--- config.mk ---
export PLATFORM = sky130hd
export DESIGN_NAME = regfile_scoreboard
export DESIGN_NICKNAME = d
export VERILOG_FILES = /design/src/rtl/regfile_scoreboard.sv
export SDC_FILE = /design/constraint.sdc
export NUM_CORES = 2
export LEC_CHECK = 0
export CAP_MARGIN = 0
export CORE_AREA = 2 2 374 376
export DETAILED_ROUTE_END_ITERATION = 16
export DIE_AREA = 0 0 376 378
export PLACE_DENSITY = 0.63
export RECOVER_POWER = 25
export SLEW_MARGIN = 20
export SYNTH_ARGS = -nofsm -noshare
export SYNTH_HDL_FRONTEND = slang
export SYNTH_SLANG_ARGS = --single-unit
export TNS_END_PERCENT = 20
--- constraint.sdc ---
create_clock -name clk_i -period 4.7 [get_ports clk_i]
set_clock_uncertainty 0.15 [all_clocks]
set_input_delay 0.94 -clock clk_i [delete_from_list [all_inputs] [get_ports clk_i]]
set_output_delay 0.94 -clock clk_i [all_outputs]
set_load 0.1 [all_outputs]
--- src/rtl/regfile_scoreboard.sv ---
// 32x32 integer register file with a per-register busy-bit scoreboard that raises the decode stall.
// Optional macro REGFILE_BYPASS_EN: write-through reads and bypass-aware hazard checks.
module regfile_scoreboard #(
  parameter int NUM_REGS = 32,
  parameter int XLEN     = 32,
  localparam int AW      = $clog2(NUM_REGS)
) (
  input  logic                clk_i,
  input  logic                rst_n_i,
  input  logic [AW-1:0]       rs1_addr_i,
  input  logic [AW-1:0]       rs2_addr_i,
  input  logic                rs1_used_i,
  input  logic                rs2_used_i,
  input  logic                issue_i,
  input  logic [AW-1:0]       issue_rd_i,
  input  logic                issue_wr_i,
  input  logic                wr_en_i,
  input  logic [AW-1:0]       wr_addr_i,
  input  logic [XLEN-1:0]     wr_data_i,
  output logic [XLEN-1:0]     reg1_data_o,
  output logic [XLEN-1:0]     reg2_data_o,
  output logic                stall_o,
  output logic [NUM_REGS-1:0] busy_o
);

  logic [XLEN-1:0]     regs_reg [NUM_REGS];
  logic [NUM_REGS-1:0] busy_reg;
  logic [NUM_REGS-1:0] busy_next;
  logic                byp1, byp2, bypw;
  logic                h1, h2, hw;
  logic                accept;

  // x0 is never written, so it holds its reset value of zero forever.
  for (genvar gi = 0; gi < NUM_REGS; gi++) begin : g_regs
    always_ff @(posedge clk_i or negedge rst_n_i) begin
      if (!rst_n_i) begin
        regs_reg[gi] <= '0;
      end else if (wr_en_i && (wr_addr_i == AW'(gi)) && (gi != 0)) begin
        regs_reg[gi] <= wr_data_i;
      end
    end
  end

`ifdef REGFILE_BYPASS_EN
  // Write-back value forwards in the same cycle; reset forces the bypass off.
  always_comb begin
    byp1 = rst_n_i && wr_en_i && (wr_addr_i == rs1_addr_i);
    byp2 = rst_n_i && wr_en_i && (wr_addr_i == rs2_addr_i);
    bypw = rst_n_i && wr_en_i && (wr_addr_i == issue_rd_i);
    if (rs1_addr_i == '0)  reg1_data_o = '0;
    else if (byp1)         reg1_data_o = wr_data_i;
    else                   reg1_data_o = regs_reg[rs1_addr_i];
    if (rs2_addr_i == '0)  reg2_data_o = '0;
    else if (byp2)         reg2_data_o = wr_data_i;
    else                   reg2_data_o = regs_reg[rs2_addr_i];
  end
`else
  always_comb begin
    byp1        = 1'b0;
    byp2        = 1'b0;
    bypw        = 1'b0;
    reg1_data_o = regs_reg[rs1_addr_i];
    reg2_data_o = regs_reg[rs2_addr_i];
  end
`endif

  always_comb begin
    h1      = rs1_used_i && busy_reg[rs1_addr_i] && !byp1;
    h2      = rs2_used_i && busy_reg[rs2_addr_i] && !byp2;
    hw      = issue_wr_i && busy_reg[issue_rd_i] && !bypw;
    stall_o = issue_i && (h1 || h2 || hw);
    accept  = issue_i && !stall_o;
  end

  // Set beats clear: the newly issued instruction owns the register.
  always_comb begin
    busy_next = busy_reg;
    for (int r = 1; r < NUM_REGS; r++) begin
      if (accept && issue_wr_i && (issue_rd_i == AW'(r)))
        busy_next[r] = 1'b1;
      else if (wr_en_i && (wr_addr_i == AW'(r)))
        busy_next[r] = 1'b0;
    end
    busy_next[0] = 1'b0;
  end

  always_ff @(posedge clk_i or negedge rst_n_i) begin
    if (!rst_n_i) busy_reg <= '0;
    else          busy_reg <= busy_next;
  end

  assign busy_o = busy_reg;

endmodule

==> Word level (Yosys, flattened, before mapping) <==
Index checks and enable logic that the tools add are counted.
{ "word_totals": {"register_bits": 1023, "input_bits": 59, "out_inout_bits": 97, "elab_cells": 307} }
{ "op_classes": {"magnitude_cmp": 5, "n_eq_ne": 62, "muxes": 74, "bitwise": 2, "reduce_logical": 102} }
{ "ops": {"columns": ["op", "count"], "rows": [
  ["$bmux W32 S5", 2],
  ["$eq A5 B5 Y1 const B", 32],
  ["$mux W32", 4],
  ["$eq A5 B4 Y1 const B", 16],
  ["$logic_and A1 B1 Y1", 68],
  ["$mux W1", 65],
  ["$reduce_bool A2 Y1", 31],
  ["$eq A5 B3 Y1 const B", 8],
  ["$eq A5 B2 Y1 const B", 4],
  ["$lt A5 B6 Y1 const B", 3],
  ["$bmux W1 S5", 3],
  ["$ge A6 B6 Y1 const B", 2],
  ["$not A5 Y6", 2],
  ["$eq A5 B1 Y1 const B", 2],
  ["$logic_or A1 B1 Y1", 2],
  ["$logic_not A1 Y1", 1]
]} }

==> Depth between registers and ports, before layout <==
{ "depth": {"ltp_word": 11, "mapped_depth": 9, "mapped_depth_nobuf": 5} }

==> Worst setup path after synthesis <==
Ideal clock, no wire load.
{ "synth_path": {"kind": "input to output", "from": "input rs2_addr_i[1]", "to": "output stall_o", "arrival_time_ns": 3.114, "required_ns": 3.610, "path_slack_ns": 0.496, "path_stages": 7, "path_buffers": 2, "path_cell_list": "buf_2 > mux2i_1 > mux4_2 > a221oi_1 > a32o_1 > buf_2 > o21a_1"} }
{ "synth_via": {"elab_chain_len": 6} }
{ "synth_rtl": {"columns": ["item", "line", "source"], "rows": [
  ["from (decl)", "11", "input logic [AW-1:0] rs2_addr_i,"],
  ["$bmux W1 S5", "69", "h2 = rs2_used_i && busy_reg[rs2_addr_i] && !byp2;"],
  ["$mux W1 (implied by the code)", "69", null],
  ["$logic_and A1 B1 Y1", "69", null],
  ["$logic_or A1 B1 Y1 (2 in series)", "71", "stall_o = issue_i && (h1 || h2 || hw);"],
  ["$logic_and A1 B1 Y1", "71", null],
  ["to (decl)", "22", "output logic stall_o,"]
]} }
Every way passes these cells. The select of a mux whose other input is x is not followed.

==> Final worst setup path <==
{ "layout_path": {"from": "input rs2_addr_i[0]", "to": "output reg2_data_o[3]"} }
{ "layout_via": {"elab_chain_len": 4} }
{ "layout_rtl": {"columns": ["item", "line", "source"], "rows": [
  ["$not A5 Y6 (implied by the code)", "63", "reg2_data_o = regs_reg[rs2_addr_i];"],
  ["$bmux W32 S5", "63", null],
  ["$mux W32 (implied by the code) (2 in series)", "63", null],
  ["to (decl)", "21", "output logic [XLEN-1:0] reg2_data_o,"]
]} }
Every way passes these cells. The select of a mux whose other input is x is not followed.

==> results.toml <==
[routing]
ant_nets = 0
drc = 0
wire_per_inst_um = 30.6
drt-total-wl_mm = 164
vias = 33300
viasPerCell = 6.21
drtIter0Drc = 2868
dr.pass1.iters = 5

[clock_network]
ctsResizeCount = 0
postCtsSetupRepairBufs = 0
cts_tree = "done"
clk_path_buf_depth = 3
clock-root-buffer = "clkbuf_16"
numCtsBuffers = 109
htreeDepth = 3
clkTransAtPathRegs_ns = 0.06
hold_buffers = 0
cts_num_sinks = 1023
clk_latency_ns = 0.72

[floorplan]
start_util_pct = 39.7
die_h_um = 378
ios = 156
rows = 137
dieArea_mm2 = 0.142
coreArea_mm2 = 0.139
die_w_um = 376

[worst_setup_path]
worstSetupPathType = "input pin to output port"
crit_chain = "buf_8 -> buf_4 -> mux4_2 -> mux4_2 -> mux2_2 -> buf_12"
crit_required_ns = 3.61
critPathLaunchType = "input pin"
critical_path.max_stage_delay_ns = 0.52
cp.arrival_ns = 3.41
ff2ff_path_depth = 6
crit_fanout = 40
critPathSlowestCell = "mux4_2"
reg2reg_slack_ns = 2.01
r2r-end = "busy_o[29]"
worst_setup_path_end_kind = "output port"
critPathMostFrequentCell = "mux4_2"
reg2reg_from = "busy_o[15]"

[pwr]
p_leak_nw = 27.0
p_sw_mw = 8.67
combPwrFrac_pct = 26.9
p_sw_share_pct = 29.9
p_int_mw = 20.4
peakVddDrop_uv = 293
p_seq_share_pct = 40.6
clockPowerShare_pct = 32.5
power.density_mw_per_mm2 = 454

[place]
hpwl_mm = 94.7
post-place-ws_ns = 0.209
gp_congestion = 0.787
portBuffers = 154
dp.cells = 5157

[status]
status = "finished, violations left"
violations = "max-capacitance violations, max-slew violations"

[yosys]
async_flop_share_pct = 100
synth.cell_area_mm2 = 0.0549
synth-seq-cells = 1023
ys_types = 47
synth_nets = 3461
synth-edff-count = 0
yosysSeqAreaShare_pct = 46.6
yosysWarnings = 32
syn-instance-count = 3402
syn_area_per_cell_um2 = 16.2
synthFlopType = "dfrtp_1"

[sta]
drv_slew = 82
hold_viol_final = 0
setup_ws_ns = 0.198
rsz0062_at_grt = "no"
fin_crit_sh_pct = 95.8
setup_tns_ns = 0
relSlewSlack_pct = -95.1
min_period_ns = 4.50
tightest_slew_ns = 2.93
timing.fmax_ghz = 0.222
setup_viol = 0

[global_routing]
antenna_found_initial = 7
first_global_vias = 34500
overflow = 0
grt_max_degree = 96
grt_pass1_wl_mm = 243
grt_use_total_pct = 23.3

[cells_and_area]
seq_area_mm2 = 0.0256
utilization_pct = 46.2
drive_gt1_share_pct = 60.9
final_cell_mix = "mux2_2, dfrtp_1, mux4_2, buf_12, clkbuf_16"
area_growth_pct = 16.4
largest_reg_flops = 992
multi_input_area_mm2 = 0.0280
nFillCells = 12000
nets = 3520
final_cell_count_no_fill = 5362
layout.cells.most_common = "mux2_2"

[hold_path]
min_from = "regs_reg[686]"
min_path_type = "flip-flop to flip-flop"
worstHoldEndpoint = "regs_reg[686]"
hold_depth = 1

[job]
max-cap-violations = 1
-- cell usage after synthesis, types with 19 or more instances --
library cell	n	area (um2)
nor2_1	21	78.8
a22o_1	32	280
mux2_2	1095	12300
nand2_1	70	263
mux4_2	594	13400
clkbuf_1	246	923
dfrtp_1	1023	25600
buf_2	57	285
buf_1	60	225
o21ai_0	48	240
o41ai_1	19	166
mux2i_1	38	380
-- metal layers --
layer  routed length (um)  vias to the layer above  track usage (%)
li1                     -                    13500                -
met1                72600                    18400             33.3
met2                77600                     1162             37.0
met3                 9940                      249             3.77
met4                 4080                        6             6.32
met5                   29                        -                0
-- cell families (layout without fill, tap and decap cells) --
| logic type | after synthesis | count (layout) | synth area share, % |
|---|---|---|---|
| mux | 1728 | 1728 | 47.5 |
| flops | 1023 | 1023 | 46.6 |
| buf+inv | 380 | 532 | 2.88 |
| simple gates | 143 | 143 | 1.23 |
| compound gates | 127 | 127 | 1.80 |
| other cells | 1 | 2 | 0.00682 |
-- per-stage QoR --
stage	total power, mW	instance area (um2)	hold slack, ns
after global placement	19.6	60100	0.341
after CTS	29.3	64100	0.152
final	29.0	64000	0.370
after global routing	30.2	64000	0.379
after floorplan	17.2	54900	0.326
after detailed placement	19.8	60100	0.352
-- critical path, delay by kind of cell --
kind | cells | cell delay (ns)
buffers and inverters | 3 | 0.99
multiplexers | 3 | 1.41
-- worst max-delay path by stage --
| stage | depth (start not counted) | slack (ns) | from | end |
|---|---|---|---|---|
| floorplan | 7 | 0.50 | rs2_addr_i[1] | stall_o |
| global placement | 9 | 0.19 | rs2_addr_i[0] | stall_o |
| detailed placement | 6 | 0.21 | rs2_addr_i[0] | reg2_data_o[3] |
| CTS | 6 | 0.19 | rs2_addr_i[0] | reg2_data_o[3] |
| global route | 9 | 0.10 | rs2_addr_i[0] | stall_o |
| finish | 6 | 0.20 | rs2_addr_i[0] | reg2_data_o[3] |
-- cell type report --
| type | count | share of cell area, % |
|---|---|---|
| antenna | 1 | 0.00391 |
| clock buffer | 146 | 4.92 |
| clock inverter | 58 | 1.24 |
| inverter | 5 | 0.0293 |
| multi-input combinational | 1999 | 43.8 |
| sequential | 1023 | 40.0 |
| tap | 1807 | 3.53 |
| timing repair buffer | 323 | 6.48 |
-- power groups by stage --
| stage | Clock [mW] | Sequential (mW) | Combinational, mW |
|---|---|---|---|
| after floorplan | 0 | 11.8 | 5.46 |
| after global placement | 0 | 11.8 | 7.75 |
| after detailed placement | 0 | 11.9 | 7.87 |
| after CTS | 9.61 | 11.8 | 7.89 |
| after global routing | 9.97 | 12.0 | 8.22 |
| final | 9.43 | 11.8 | 7.81 |
Power figures use the tool's default switching activity.
